===== config.mk =====
export PLATFORM = sky130hd
export DESIGN_NAME = rggen_register_access_arbiter
export DESIGN_NICKNAME = d
export VERILOG_FILES = /design/src/rtl/rggen_register_access_arbiter_pkg.sv /design/src/rtl/rggen_register_access_arbiter_rr.sv /design/src/rtl/rggen_register_access_arbiter.sv
export SDC_FILE = /design/constraint.sdc
export NUM_CORES = 1
export LEC_CHECK = 0
export BUFFER_PORTS_ARGS = -buffer_cell sky130_fd_sc_hd__buf_2
export CORE_AREA = 2 2 129 131
export CTS_BUF_LIST = sky130_fd_sc_hd__clkbuf_8
export CTS_CLUSTER_SIZE = 10
export DETAILED_ROUTE_END_ITERATION = 7
export DIE_AREA = 0 0 131 133
export GPL_ROUTABILITY_DRIVEN = 0
export PLACE_DENSITY = 0.44
export SYNTH_ARGS = -nofsm -noshare
export SYNTH_HDL_FRONTEND = slang
export SYNTH_SLANG_ARGS = --single-unit
export TNS_END_PERCENT = 100

===== constraint.sdc =====
create_clock -name i_clk -period 1.7 [get_ports i_clk]
set_input_delay 0.51 -clock i_clk [delete_from_list [all_inputs] [get_ports i_clk]]
set_output_delay 0.51 -clock i_clk [all_outputs]
set_load 0.05 [all_outputs]

===== src/rtl/rggen_register_access_arbiter_pkg.sv =====
// Shared types and constants for the register access arbiter and its round-robin picker.
package rggen_register_access_arbiter_pkg;

    localparam logic [1:0] STATUS_OKAY   = 2'b00;
    localparam logic [1:0] STATUS_EXOKAY = 2'b01;
    localparam logic [1:0] STATUS_SLVERR = 2'b10;
    localparam logic [1:0] STATUS_DECERR = 2'b11;

    typedef enum logic {
        STATE_IDLE = 1'b0,
        STATE_BUSY = 1'b1
    } state_t;

    // (base + offset) mod modulus, for operands already below modulus.
    function automatic int wrap_add(int base, int offset, int modulus);
        int sum;
        sum = base + offset;
        if (sum >= modulus) begin
            sum = sum - modulus;
        end
        return sum;
    endfunction

endpackage


===== src/rtl/rggen_register_access_arbiter_rr.sv =====
// Round-robin picker: first set request at or after the pointer, wrapping to 0.
module rggen_register_access_arbiter_rr
    import rggen_register_access_arbiter_pkg::*;
#(
    parameter int REQUESTERS  = 2,
    parameter int INDEX_WIDTH = 1
) (
    input  logic [REQUESTERS-1:0]  request,
    input  logic [INDEX_WIDTH-1:0] pointer,
    output logic [REQUESTERS-1:0]  grant,
    output logic [INDEX_WIDTH-1:0] index
);

    logic [INDEX_WIDTH-1:0] candidate;

    // Scan from the farthest offset down so the nearest hit is the last one written.
    always_comb begin
        index     = '0;
        candidate = '0;
        for (int i = REQUESTERS - 1; i >= 0; i--) begin
            candidate = INDEX_WIDTH'(wrap_add(int'(pointer), i, REQUESTERS));
            if (request[candidate]) begin
                index = candidate;
            end
        end
    end

    genvar gi;
    generate
        for (gi = 0; gi < REQUESTERS; gi++) begin : g_grant
            assign grant[gi] = request[gi] && (index == INDEX_WIDTH'(gi));
        end
    endgenerate

endmodule


===== src/rtl/rggen_register_access_arbiter.sv =====
// Shares one register bus among several hosts: round-robin grant held until the
// register block responds, with an optional timeout that answers SLVERR.
module rggen_register_access_arbiter
    import rggen_register_access_arbiter_pkg::*;
#(
    parameter int REQUESTERS     = 2,
    parameter int ADDRESS_WIDTH  = 8,
    parameter int BUS_WIDTH      = 32,
    parameter int TIMEOUT_CYCLES = 0
) (
    input  logic                            i_clk,
    input  logic                            i_rst,
    input  logic [REQUESTERS-1:0]           i_valid,
    input  logic [2*REQUESTERS-1:0]         i_access,
    input  logic [REQUESTERS*ADDRESS_WIDTH-1:0] i_address,
    input  logic [REQUESTERS*BUS_WIDTH-1:0] i_write_data,
    input  logic [REQUESTERS*BUS_WIDTH-1:0] i_strobe,
    output logic [REQUESTERS-1:0]           o_ready,
    output logic [2*REQUESTERS-1:0]         o_status,
    output logic [REQUESTERS*BUS_WIDTH-1:0] o_read_data,
    output logic                            o_register_valid,
    output logic [1:0]                      o_register_access,
    output logic [ADDRESS_WIDTH-1:0]        o_register_address,
    output logic [BUS_WIDTH-1:0]            o_register_write_data,
    output logic [BUS_WIDTH-1:0]            o_register_strobe,
    input  logic                            i_register_ready,
    input  logic [1:0]                      i_register_status,
    input  logic [BUS_WIDTH-1:0]            i_register_read_data
);

    localparam int INDEX_WIDTH = (REQUESTERS > 1) ? $clog2(REQUESTERS) : 1;

    state_t                  state_reg;
    logic [INDEX_WIDTH-1:0]  index_reg;
    logic [REQUESTERS-1:0]   grant_reg;
    logic [INDEX_WIDTH-1:0]  pointer_reg;
    logic [INDEX_WIDTH-1:0]  pointer_next;
    logic [INDEX_WIDTH-1:0]  rr_index;
    logic [REQUESTERS-1:0]   rr_grant;
    logic                    busy;
    logic                    timeout;
    logic                    response;
    logic [1:0]              response_status;
    logic [BUS_WIDTH-1:0]    response_data;

    logic [1:0]              access_array  [REQUESTERS];
    logic [ADDRESS_WIDTH-1:0] address_array [REQUESTERS];
    logic [BUS_WIDTH-1:0]    write_data_array [REQUESTERS];
    logic [BUS_WIDTH-1:0]    strobe_array  [REQUESTERS];

    rggen_register_access_arbiter_rr #(
        .REQUESTERS  (REQUESTERS),
        .INDEX_WIDTH (INDEX_WIDTH)
    ) u_rr (
        .request (i_valid),
        .pointer (pointer_reg),
        .grant   (rr_grant),
        .index   (rr_index)
    );

    assign busy         = (state_reg == STATE_BUSY);
    assign pointer_next = (index_reg == INDEX_WIDTH'(REQUESTERS - 1)) ? '0 : index_reg + 1'b1;

    always_ff @(posedge i_clk) begin
        if (i_rst) begin
            state_reg   <= STATE_IDLE;
            index_reg   <= '0;
            grant_reg   <= '0;
            pointer_reg <= '0;
        end else begin
            case (state_reg)
                STATE_IDLE: begin
                    if (|i_valid) begin
                        state_reg <= STATE_BUSY;
                        index_reg <= rr_index;
                        grant_reg <= rr_grant;
                    end
                end
                STATE_BUSY: begin
                    if (response) begin
                        state_reg   <= STATE_IDLE;
                        pointer_reg <= pointer_next;
                    end
                end
                default: state_reg <= STATE_IDLE;
            endcase
        end
    end

    generate
        if (TIMEOUT_CYCLES > 0) begin : g_timeout
            localparam int COUNT_WIDTH = $clog2(TIMEOUT_CYCLES + 1);
            logic [COUNT_WIDTH-1:0] count_reg;

            // Idle keeps the counter at zero, so it is already clear on BUSY entry.
            always_ff @(posedge i_clk) begin
                if (i_rst || !busy) begin
                    count_reg <= '0;
                end else begin
                    count_reg <= count_reg + 1'b1;
                end
            end

            assign timeout = busy && (count_reg == COUNT_WIDTH'(TIMEOUT_CYCLES - 1));
        end else begin : g_no_timeout
            assign timeout = 1'b0;
        end
    endgenerate

    // A real downstream response takes priority over a coincident timeout.
    assign response        = busy && (i_register_ready || timeout);
    assign response_status = i_register_ready ? i_register_status : STATUS_SLVERR;
    assign response_data   = i_register_ready ? i_register_read_data : '0;

    genvar gi;
    generate
        for (gi = 0; gi < REQUESTERS; gi++) begin : g_port
            assign access_array[gi]     = i_access[gi*2 +: 2];
            assign address_array[gi]    = i_address[gi*ADDRESS_WIDTH +: ADDRESS_WIDTH];
            assign write_data_array[gi] = i_write_data[gi*BUS_WIDTH +: BUS_WIDTH];
            assign strobe_array[gi]     = i_strobe[gi*BUS_WIDTH +: BUS_WIDTH];

            assign o_ready[gi]                          = response && grant_reg[gi];
            assign o_status[gi*2 +: 2]                  = (response && grant_reg[gi]) ? response_status : STATUS_OKAY;
            assign o_read_data[gi*BUS_WIDTH +: BUS_WIDTH] = (response && grant_reg[gi]) ? response_data : '0;
        end
    endgenerate

    assign o_register_valid      = busy;
    assign o_register_access     = access_array[index_reg];
    assign o_register_address    = address_array[index_reg];
    assign o_register_write_data = write_data_array[index_reg];
    assign o_register_strobe     = strobe_array[index_reg];

endmodule


==> metrics.md <==
| Metric | Value |
|---|---|
| Status | complete, but fails checks |
| Failing checks | negative setup slack |
| # rows | 47 |
| Rel. slew slack | 80.7% |
| Antenna violations before repair | 0 |
| Post-route cell area | 0.00630 mm² |
| Clk sinks | 5 |
| Post-Place Setup Slack | -0.181 ns |
| Root Driver | clkbuf_8 |
| Setup violations, final | 105 |
| Total of max-cap violations | 0 |
| Mapped Cells | 219 |
| Final hold violation count | 0 |
| Overflow after GRT | 0 |
| Synth cell types | 20 |
| Drt via density | 3.89 |
| Ant diodes | 0 |
| Layout cells sized above 1 | 96.7% |
| Finished Core Util | 38.9% |
| CP Capture Type | primary output |
| Die W | 131 µm |
| Most frequent cells in the layout | buf_2, buf_8, mux2_4 |
| CTS Buf Count | 3 |
| Die H | 133 µm |
| Clk_skew | 0.00201 ns |
| Mean Syn Cell Area | 7.03 µm² |
| Minimum clock period after layout | 1.88 ns |
| DR WL/cell | 16.8 µm |
| Min-delay worst type | reg -> reg |
| First-pass GRT wire length | 16.4 mm |
| DR iter-0 viols | 27 |
| Pwr/cell area | 404 mW/mm² |
| Final Net Count | 761 |
| Worst Path Max Fanout | 7 |
| I/O Buffers | 331 |
| Post-Syn Area | 0.00154 mm² |
| Synth warn | 0 |
| Core Area | 0.0162 mm² |
| Clk_lat worst skew | 0.22 ns |
| Clock buffer depth | 2 |
| Post-route setup slack | -0.181 ns |
| CP Class | reg -> out |
| DP Area | 0.00411 mm² |
| Fin crit share | 111% |
| Detailed placer's ending HPWL | 8.99 mm |
| TritonCTS clock tree | done |
| Final ANT Viol Nets | 0 |
| Max Transition Viols Final | 0 |
| Largest net degree at the start of global routing | 15 |
| RSZ-0062 raised after global routing | true |
| P_leak | 2.93 nW |
| Seq/Total Area, Yosys | 6.50% |
| Io pins | 332 |
| P&R area growth vs syn | 309% |
| FMAX | 0.532 GHz |
| Fill cells | 1563 |
| Total power | 2.55 mW |
| Most common cell after layout, fill and taps aside | buf_2 |
| Vias in the first global route | 3094 |
| Post-route DRC | 0 |
| Synthesized flop and latch total | 5 |
| First drt pass iteration count | 5 |
| Worst Path Required | 1.19 ns |
| Starting Density | 9.52% |
| Syn Nets | 406 |
| Placed cell count | 769 |
| Non-Filler Instances | 793 |
| Vias | 3087 |
| Critical Path AT | 1.37 ns |
| Crit path launch type | flop |
| H-tree levels | 1 |
| Worst-path clk slew | 0.04 ns |
| Total Routed Length | 13.3 mm |
| Tightest Pin Transition | 0.291 ns |
| Peak supply drop | 0.160 mV |
| DIE AREA | 0.0174 mm² |
| Max FFs per register | 2 |
| All-Layer GR Usage | 12.2% |
critical path, cell delays in order (launching register included):
cell and delay (ns):
dfxtp_4 0.37, buf_12 0.15, buf_8 0.14, mux2_4 0.33, buf_8 0.15
what timing repair did:
item	CTS	global route
endpoints found under the setup margin	144	142
cloned	5	11
pin swaps	0	27
gates resized for setup	315	210
buffers inserted	4	0
hold buffers	0	0
routing by layer:
layer	track usage, %	vias to the layer above	part of all wire (%)
li1	-	1459	-
met1	14.1	1426	38
met2	23.0	192	51
met3	2.67	10	9.3
met4	1.60	0	1.1
met5	0	-	0
cell usage after synthesis (all sizes together):
| cell type | count | area share (%) |
|---|---|---|
| nand2b | 1 | 0.41 |
| dfxtp | 5 | 6.5 |
| a21oi | 4 | 1.3 |
| inv | 2 | 0.49 |
| nand2 | 38 | 9.3 |
| a211o | 1 | 0.57 |
| a21o | 1 | 0.49 |
| clkbuf | 1 | 0.24 |
| buf | 18 | 7.6 |
| o21ai | 1 | 0.32 |
| nor2 | 68 | 17 |
| mux2 | 74 | 54 |
| nor3 | 1 | 0.32 |
| a311oi | 1 | 0.57 |
| and3 | 2 | 0.81 |
| a211oi | 1 | 0.49 |
final cells by class:
| class | instances | area [µm²] | area share, % |
|---|---|---|---|
| Multi-Input combinational cell | 193 | 2220 | 35.3 |
| Clock inverter | 1 | 3.75 | 0.0596 |
| Inverter | 2 | 7.51 | 0.119 |
| Sequential cell | 5 | 110 | 1.75 |
| Tap cell | 220 | 275 | 4.37 |
| Timing Repair Buffer | 369 | 3630 | 57.7 |
| Clock buffer | 3 | 41.3 | 0.656 |
path summary, 6_finish.rpt:
| path | startpoint | to | slack [ns] | depth (start not counted) |
|---|---|---|---|---|
| max | index_reg$_SDFFE_PP0P_ | o_register_write_data[31] | -0.18 | 4 |
| min | grant_reg[1]$_SDFFE_PP0P_ | grant_reg[1]$_SDFFE_PP0P_ | 0.51 | 2 |
| max reg2reg | o_register_valid$_SDFF_PP0_ | grant_reg[0]$_SDFFE_PP0P_ | 0.60 | 4 |
| min reg2reg | grant_reg[1]$_SDFFE_PP0P_ | grant_reg[1]$_SDFFE_PP0P_ | 0.51 | 2 |
report_power, final:
group          leakage [nW]  switching (mW)  internal (mW)
Sequential           0.0432          0.0186          0.128
Clock                0.0269          0.0553          0.155
Combinational          2.86            1.17           1.02
Total                  2.93            1.25           1.30
metrics by stage:
step / TNS, ns / hold slack [ns]
finish: -11.72 / 0.507
global route: -17.22 / 0.521
CTS: -13.38 / 0.486
detailed placement: -9.96 / 0.510
global placement: -9.65 / 0.517
floorplan: 0 / 0.473
kinds of logic after synthesis:
group / synth area share [%]
and+or+nand+nor: 27.4
muxes: 54.1
buffers and inverters: 8.29
AOI/OAI and AO/OA: 3.74
DFF: 6.50
No activity file was read; power rests on OpenSTA's default activity.
